[src/rtl/riscv_mult_arbiter.sv]
// riscv_mult_arbiter
//   Lets two requesters share one riscv_mult instance. Each request is taken
//   over a valid/ready handshake and its fields are latched. The latched request
//   then drives the multiplier until mult_ready_i reports completion. MUL_H
//   completion arrives after its extra STEP0..STEP2/FINISH cycles. The captured
//   result goes back on the owning requester's response handshake.
//   Simultaneous requests are resolved round-robin.
//
// Ports
//   clk, rst_n                     clock, async active-low reset
//   req{0,1}_valid_i/_ready_o      request handshake
//   req{0,1}_operator/signed/subword/imm/op_a/op_b/op_c_i   request fields
//   rsp{0,1}_valid_o/_ready_i      response handshake
//   rsp{0,1}_result_o              shared result register
//   mult_*_o                       latched request fields to the multiplier
//   mult_result_i, mult_ready_i    multiplier result and completion
//   mult_ex_ready_o                releases the multiplier once its result is taken
module riscv_mult_arbiter (
  input  logic        clk,
  input  logic        rst_n,

  input  logic        req0_valid_i,
  output logic        req0_ready_o,
  input  logic [2:0]  req0_operator_i,
  input  logic [1:0]  req0_signed_i,
  input  logic        req0_subword_i,
  input  logic [4:0]  req0_imm_i,
  input  logic [31:0] req0_op_a_i,
  input  logic [31:0] req0_op_b_i,
  input  logic [31:0] req0_op_c_i,
  output logic        rsp0_valid_o,
  output logic [31:0] rsp0_result_o,
  input  logic        rsp0_ready_i,

  input  logic        req1_valid_i,
  output logic        req1_ready_o,
  input  logic [2:0]  req1_operator_i,
  input  logic [1:0]  req1_signed_i,
  input  logic        req1_subword_i,
  input  logic [4:0]  req1_imm_i,
  input  logic [31:0] req1_op_a_i,
  input  logic [31:0] req1_op_b_i,
  input  logic [31:0] req1_op_c_i,
  output logic        rsp1_valid_o,
  output logic [31:0] rsp1_result_o,
  input  logic        rsp1_ready_i,

  output logic        mult_enable_o,
  output logic [2:0]  mult_operator_o,
  output logic        mult_short_subword_o,
  output logic [1:0]  mult_short_signed_o,
  output logic [1:0]  mult_dot_signed_o,
  output logic [4:0]  mult_imm_o,
  output logic [31:0] mult_op_a_o,
  output logic [31:0] mult_op_b_o,
  output logic [31:0] mult_op_c_o,
  input  logic [31:0] mult_result_i,
  input  logic        mult_ready_i,
  output logic        mult_ex_ready_o
);

  typedef enum logic [1:0] {S_IDLE, S_BUSY, S_RESP} state_t;

  state_t      r_state, w_state_nxt;

  logic [2:0]  r_operator;
  logic [1:0]  r_signed;
  logic        r_subword;
  logic [4:0]  r_imm;
  logic [31:0] r_op_a, r_op_b, r_op_c;
  logic        r_grant_id;
  logic        r_last_grant;   // id of the most recent winner
  logic [31:0] r_result;

  logic        w_idle, w_busy, w_resp;
  logic        w_gnt0, w_gnt1, w_accept;
  logic        w_rsp_ready;

  assign w_idle = (r_state == S_IDLE);
  assign w_busy = (r_state == S_BUSY);
  assign w_resp = (r_state == S_RESP);

  // A lone requester always wins. On a tie, the requester that did not win last
  // time wins now.
  assign w_gnt0   = req0_valid_i & (~req1_valid_i | r_last_grant);
  assign w_gnt1   = req1_valid_i & (~req0_valid_i | ~r_last_grant);
  assign w_accept = w_idle & (w_gnt0 | w_gnt1);

  assign req0_ready_o = w_idle & w_gnt0;
  assign req1_ready_o = w_idle & w_gnt1;

  assign w_rsp_ready  = r_grant_id ? rsp1_ready_i : rsp0_ready_i;

  always_comb begin
    w_state_nxt = r_state;
    case (r_state)
      S_IDLE:  if (w_accept)     w_state_nxt = S_BUSY;
      S_BUSY:  if (mult_ready_i) w_state_nxt = S_RESP;
      S_RESP:  if (w_rsp_ready)  w_state_nxt = S_IDLE;
      default:                   w_state_nxt = S_IDLE;
    endcase
  end

  always_ff @(posedge clk or negedge rst_n) begin
    if (!rst_n) begin
      r_state      <= S_IDLE;
      r_operator   <= '0;
      r_signed     <= '0;
      r_subword    <= 1'b0;
      r_imm        <= '0;
      r_op_a       <= '0;
      r_op_b       <= '0;
      r_op_c       <= '0;
      r_grant_id   <= 1'b0;
      r_last_grant <= 1'b1;
      r_result     <= '0;
    end else begin
      r_state <= w_state_nxt;
      if (w_accept) begin
        r_operator   <= w_gnt1 ? req1_operator_i : req0_operator_i;
        r_signed     <= w_gnt1 ? req1_signed_i   : req0_signed_i;
        r_subword    <= w_gnt1 ? req1_subword_i  : req0_subword_i;
        r_imm        <= w_gnt1 ? req1_imm_i      : req0_imm_i;
        r_op_a       <= w_gnt1 ? req1_op_a_i     : req0_op_a_i;
        r_op_b       <= w_gnt1 ? req1_op_b_i     : req0_op_b_i;
        r_op_c       <= w_gnt1 ? req1_op_c_i     : req0_op_c_i;
        r_grant_id   <= w_gnt1;
        r_last_grant <= w_gnt1;
      end
      if (w_busy && mult_ready_i) r_result <= mult_result_i;
    end
  end

  // The multiplier sees the latched request at all times. Only enable and
  // ex_ready tell it when the request is live.
  assign mult_enable_o        = w_busy;
  assign mult_ex_ready_o      = w_busy & mult_ready_i;
  assign mult_operator_o      = r_operator;
  assign mult_short_subword_o = r_subword;
  assign mult_short_signed_o  = r_signed;
  assign mult_dot_signed_o    = r_signed;
  assign mult_imm_o           = r_imm;
  assign mult_op_a_o          = r_op_a;
  assign mult_op_b_o          = r_op_b;
  assign mult_op_c_o          = r_op_c;

  assign rsp0_valid_o  = w_resp & ~r_grant_id;
  assign rsp1_valid_o  = w_resp &  r_grant_id;
  assign rsp0_result_o = r_result;
  assign rsp1_result_o = r_result;

endmodule

[config.mk]
export PLATFORM = sky130hd
export DESIGN_NAME = riscv_mult_arbiter
export DESIGN_NICKNAME = d
export VERILOG_FILES = /design/src/rtl/riscv_mult_arbiter.sv
export SDC_FILE = /design/constraint.sdc
export NUM_CORES = 1
export LEC_CHECK = 0
export ABC_AREA = 1
export CORE_AREA = 2 2 170 172
export DETAILED_ROUTE_END_ITERATION = 12
export DIE_AREA = 0 0 172 174
export GPL_TIMING_DRIVEN = 0
export PLACE_DENSITY_LB_ADDON = 0.08
export SETUP_SLACK_MARGIN = 0.02
export SYNTH_ARGS = -nofsm -noshare
export SYNTH_HDL_FRONTEND = slang
export SYNTH_SLANG_ARGS = --single-unit
[constraint.sdc]
create_clock -name clk -period 4.9 [get_ports clk]
set_input_delay 1.47 -clock clk [delete_from_list [all_inputs] [get_ports clk]]
set_output_delay 1.47 -clock clk [all_outputs]
set_load 0.01 [all_outputs]
Word level (Yosys, flattened, before mapping)

Index checks and enable logic that the tools add are counted.

Equality and inequality tests: 5
Bitwise logic cells: 15
Mux-type cells: 12
Reduce and logical (&&, ||, !) cells: 3

Operators with widths:

| operator                                       | count |
|---|---|
| two-way mux 32 bit                             | 3 |
| bitwise AND 1 bit                              | 8 |
| two-way mux 2 bit                              | 4 |
| one-hot mux 2 bit (3 select lines)             | 1 |
| two-way mux 5 bit                              | 1 |
| != test 2 x 1 -> 1 bit (second input constant) | 2 |
| NOT 1 bit                                      | 4 |
| two-way mux 3 bit                              | 1 |
| bitwise OR 1 bit                               | 3 |
| AND reduction 3 bit                            | 1 |
| == test 2 x 1 -> 1 bit (second input constant) | 1 |
| == test 2 bit (second input constant)          | 1 |
| zero test 2 bit                                | 1 |
| two-way mux 1 bit                              | 2 |
| != test 2 bit (second input constant)          | 1 |
| logical AND 1 bit                              | 1 |

Register bits after elaboration: 143
Word-level logic and storage cells: 46

Longest topological paths before layout

Word-level depth: 7
Gate-level depth with buffers: 8
Depth with buffers taken out: 6

Least setup slack after synthesis

OpenSTA, ideal clock, no wires.

Path type: input port to output port
Start: input req1_valid_i
End: output req1_ready_o
Slack: 1252 ps
Arrival: 2178 ps
Cell stages on the path: 5
Cells stage by stage: buf_2 > buf_2 > buf_4 > nand3_1 > inv_1

Cells in the longest elaborated chain, start to end: 2

RTL lines:

| item              | RTL line | text |
|---|---|---|
| start, declared   | 35       | `input logic req1_valid_i,` |
| bitwise AND 1 bit | 86       | `assign w_gnt1 = req1_valid_i & (~req0_valid_i \| ~r_last_grant);` |
| bitwise AND 1 bit | 90       | `assign req1_ready_o = w_idle & w_gnt1;` |
| end, declared     | 36       | `output logic req1_ready_o,` |

No other way between the ends.

Worst setup path in the final report

Same ends and word-level chain as after synthesis.

==> summary.md <==
| Metric | Value |
|---|---|
| Worst-Margin Slew | 688 ps |
| Worst path required time | 3430 ps |
| Ports | 432 |
| Crit path DAT | 3240 ps |
| DRC Markers | 0 |
| RePlAce Congestion | 0.818 |
| Fin. Hold Viols | 0 |
| Final min period | 4710 ps |
| Area share of the largest cell type after synthesis | a little under half |
| Met1 Wirelength | 11,400 um |
| Post-synth top area cell | dfrtp_1 |
| Cell variety after synth | 16 |
| Global route total overflow | 0 |
| CTS tree | built |
| Drt initial violations | 416 |
| Total setup buffers inserted after CTS | 0 |
| Clock insertion delay at the later pin of the skew report | between 400 and 500 ps |
| Max Root-Sink Buffers | 2 |
| RSZ-0062 raised after global routing | false |
| Crit-path cells | clkdlybuf4s50_1 -> buf_6 -> buf_4 -> nand3_1 -> inv_1 -> clkdlybuf4s50_1 |
| Layout cell share with drive strength beyond 1 | under 10% |
| Final Core Density | between 40% and 50% |
| Worst setup SP type | input pin |
| Crit. End Element | output pin |
| #FFs+latches synth | 143 |
| Met2 wire len | 14,800 um |
| Min-Delay Path Class | flop to flop |
| Routed WL | 29,200 um |
| Critical path type | input pin to output pin |
| First-pass DRT Iterations | 6 |
| Setup_tns | 0 ps |
| Met3 WL | ~2700 um |
| Die Ht | 174 um |
| P&R area growth vs syn | 70.4% |
| Largest cells by area after synthesis | dfrtp_1, nand2_1, nand3_1 |
| Largest delay share family, worst path | buffers and inverters |
| Vias/cell | roughly 4.2 |
| CP max stage cell | clkdlybuf4s50_1 |
| Status | completed |
| Cell Area, Synth | 7690 um2 |
| Initial antenna violation count | 0 |
| Cell area power density | 556 nW/um2 |
| Antenna-violating nets left | 0 |
| Largest net degree at the start of global routing | 75 |
| Worst slew margin | 54.1% |
| Final period utilization | 96.2% |
| Maxcap violations | 0 |
| DR vias | 8,215 |
| Crit-path most repeated cell | clkdlybuf4s50_1 |
| Core Region | 28,200 um2 |
| Max-slew violation count | 0 |
| Drt wl/cell | approximately 15 um |
| VDD IR-drop max | 0.000240 V |
| DIE AREA | about 30,000 um2 |
| Clock transition at the registers of the reported paths | 60 ps |
| Number of I/O port buffers | about 430 |
| CTS sink count | between 100 and 150 |
| Starting Density | 27.2% |
| Detail Placement HPWL | ~23,000 um |
| First-pass GRT wire length | 44,700 um |
| Total chip power | between 7 and 8 mW |
| Syn nets | 1,367 |
| Setup violators final | 0 |
| Top Layer Used | met4 |
| Crit path max fanout | 19 |
| GRT Util Overall | 19.4% |
| Yosys Warn Count | 0 |
| Clock Skews | approximately 12 ps |
| Nets@finish | approximately 1,800 |
| ANT cells | 0 |
| Clock Root Buffer | clkbuf_16 |
| H-tree levels | 4 |
| Register area share after synthesis | between 40 and 50% |
| Row cnt | 62 |
| Syn Area/Cell | slightly below 7 um2 |
| WHS | 477 ps |
| CP max stage delay | 580 ps |
| Inserted Clock Buffers | 17 |
| Leak | just under 7 nW |
| Critical path buffers and inverters | 5 |
| Fmax achieved | 212 MHz |
| Synth Instances | approximately 1,100 |
| Die X | 172 um |
| Vias in the first global route | between 7,000 and 8,000 |
## sequential cells by signal, summed over array words and instances (netlist names), 2 cells and up
| name | count |
|---|---|
| mult_dot_signed_o | 2 |
| mult_imm_o | 5 |
| mult_op_a_o | 32 |
| mult_op_b_o | 32 |
| mult_op_c_o | 32 |
| mult_operator_o | 3 |
| r_state | 2 |
| rsp0_result_o | 32 |
## worst register-to-register path, cell delays in order, from the launching register on
cell     delay [ps]
dfstp_2         540
nand2_2         300
nand2_2         380
buf_2           290
buf_2           270
nand2_1          80
nand3_1          80
nand2_1          50
## metal layers
| layer | vias up | global-route usage, % |
|---|---|---|
| li1 | 4168 | - |
| met1 | 3755 | 22.4 |
| met2 | 275 | 34.6 |
| met3 | 17 | 6.51 |
| met4 | 0 | 4.38 |
| met5 | - | 0 |
## per-stage QoR
stage               std cells  setup slack, ps  area (um2)
finish                   1959              187       13100
detailed placement       1930             -223       12500
floorplan                1114             1250        7690
global route             1959             84.8       13100
CTS                      1959             67.0       13100
global placement         1929            -4060       12500
## final timing paths
check	from	to	cells after the start	slack [ps]
worst max register to register	r_last_grant$_DFFE_PN1P_	mult_op_b_o[24]$_DFFE_PN0P_	7	2830
worst min-delay path	mult_op_a_o[5]$_DFFE_PN0P_	mult_op_a_o[5]$_DFFE_PN0P_	2	480
worst max-delay path	req1_valid_i	req1_ready_o	6	190
max in group asynchronous	rst_n	mult_op_c_o[28]$_DFFE_PN0P_	2	2990
worst min register to register	mult_op_a_o[5]$_DFFE_PN0P_	mult_op_a_o[5]$_DFFE_PN0P_	2	480
min in group asynchronous	rst_n	mult_op_b_o[22]$_DFFE_PN0P_	1	1040
## cell type report
cell class                      count  area [um2]
Sequential cell                   143        3580
Fill cell                        2960       15100
Clock inverter                     12         161
Clock buffer                       19         433
Buffer                             95         542
Multi-Input combinational cell    652        2730
Inverter                          222         833
Tap cell                          384         480
Timing Repair Buffer              432        4340
## power by group
part           internal [mW]  leakage, nW  switching [mW]  total, mW
sequential              1.78         1.74           0.359       2.14
clock                  0.805        0.280           0.540       1.34
combinational           2.00         4.86            1.81       3.81
## synthesized netlist by cell type, drive strengths merged
cell,count
clkbuf,33
a21oi,1
nand3,216
nand2,425
o31ai,1
dfrtp,142
inv,222
dfstp,1
o21ai,2
nor2,7
buf,64
## cell usage in the layout, fill, tap and decap left out
cell             synthesis  final
a21oi_1                  1      1
o31ai_1                  1      1
clkdlybuf4s50_1          0    430
clkbuf_16                0     17
inv_2                    1      1
clkinv_4                 0      2
dfstp_2                  1      1
clkinvlp_4               0      3
buf_1                    4      4
nor2_1                   6      6
clkinv_2                 0      1
bufinv_16                0      3
clkbuf_1                33     34
nand2_1                423    423
buf_16                   0      1
nor2_2                   1      1
o21ai_0                  2      2
dfrtp_1                142    142
buf_6                    0      2
buf_4                   42     42
buf_2                   18     16
nand3_1                216    216
nand2_2                  2      2
inv_1                  221    221
inv_6                    0      3
## logic make-up (layout without fill, tap and decap cells)
group                  after synthesis  in the layout  synth area share, %
buffers and inverters              319            780                 17.9
AOI/OAI and AO/OA                    4              4                0.293
and+or+nand+nor                    648            648                 35.2
DFF                                143            143                 46.6
## repair_timing
item | 4_1_cts | 5_1_grt
endpoints found under the setup margin | 2 | 1
gates resized for setup | 1 | 1
hold buffers | 0 | 0
No activity file was read; power rests on OpenSTA's default activity.
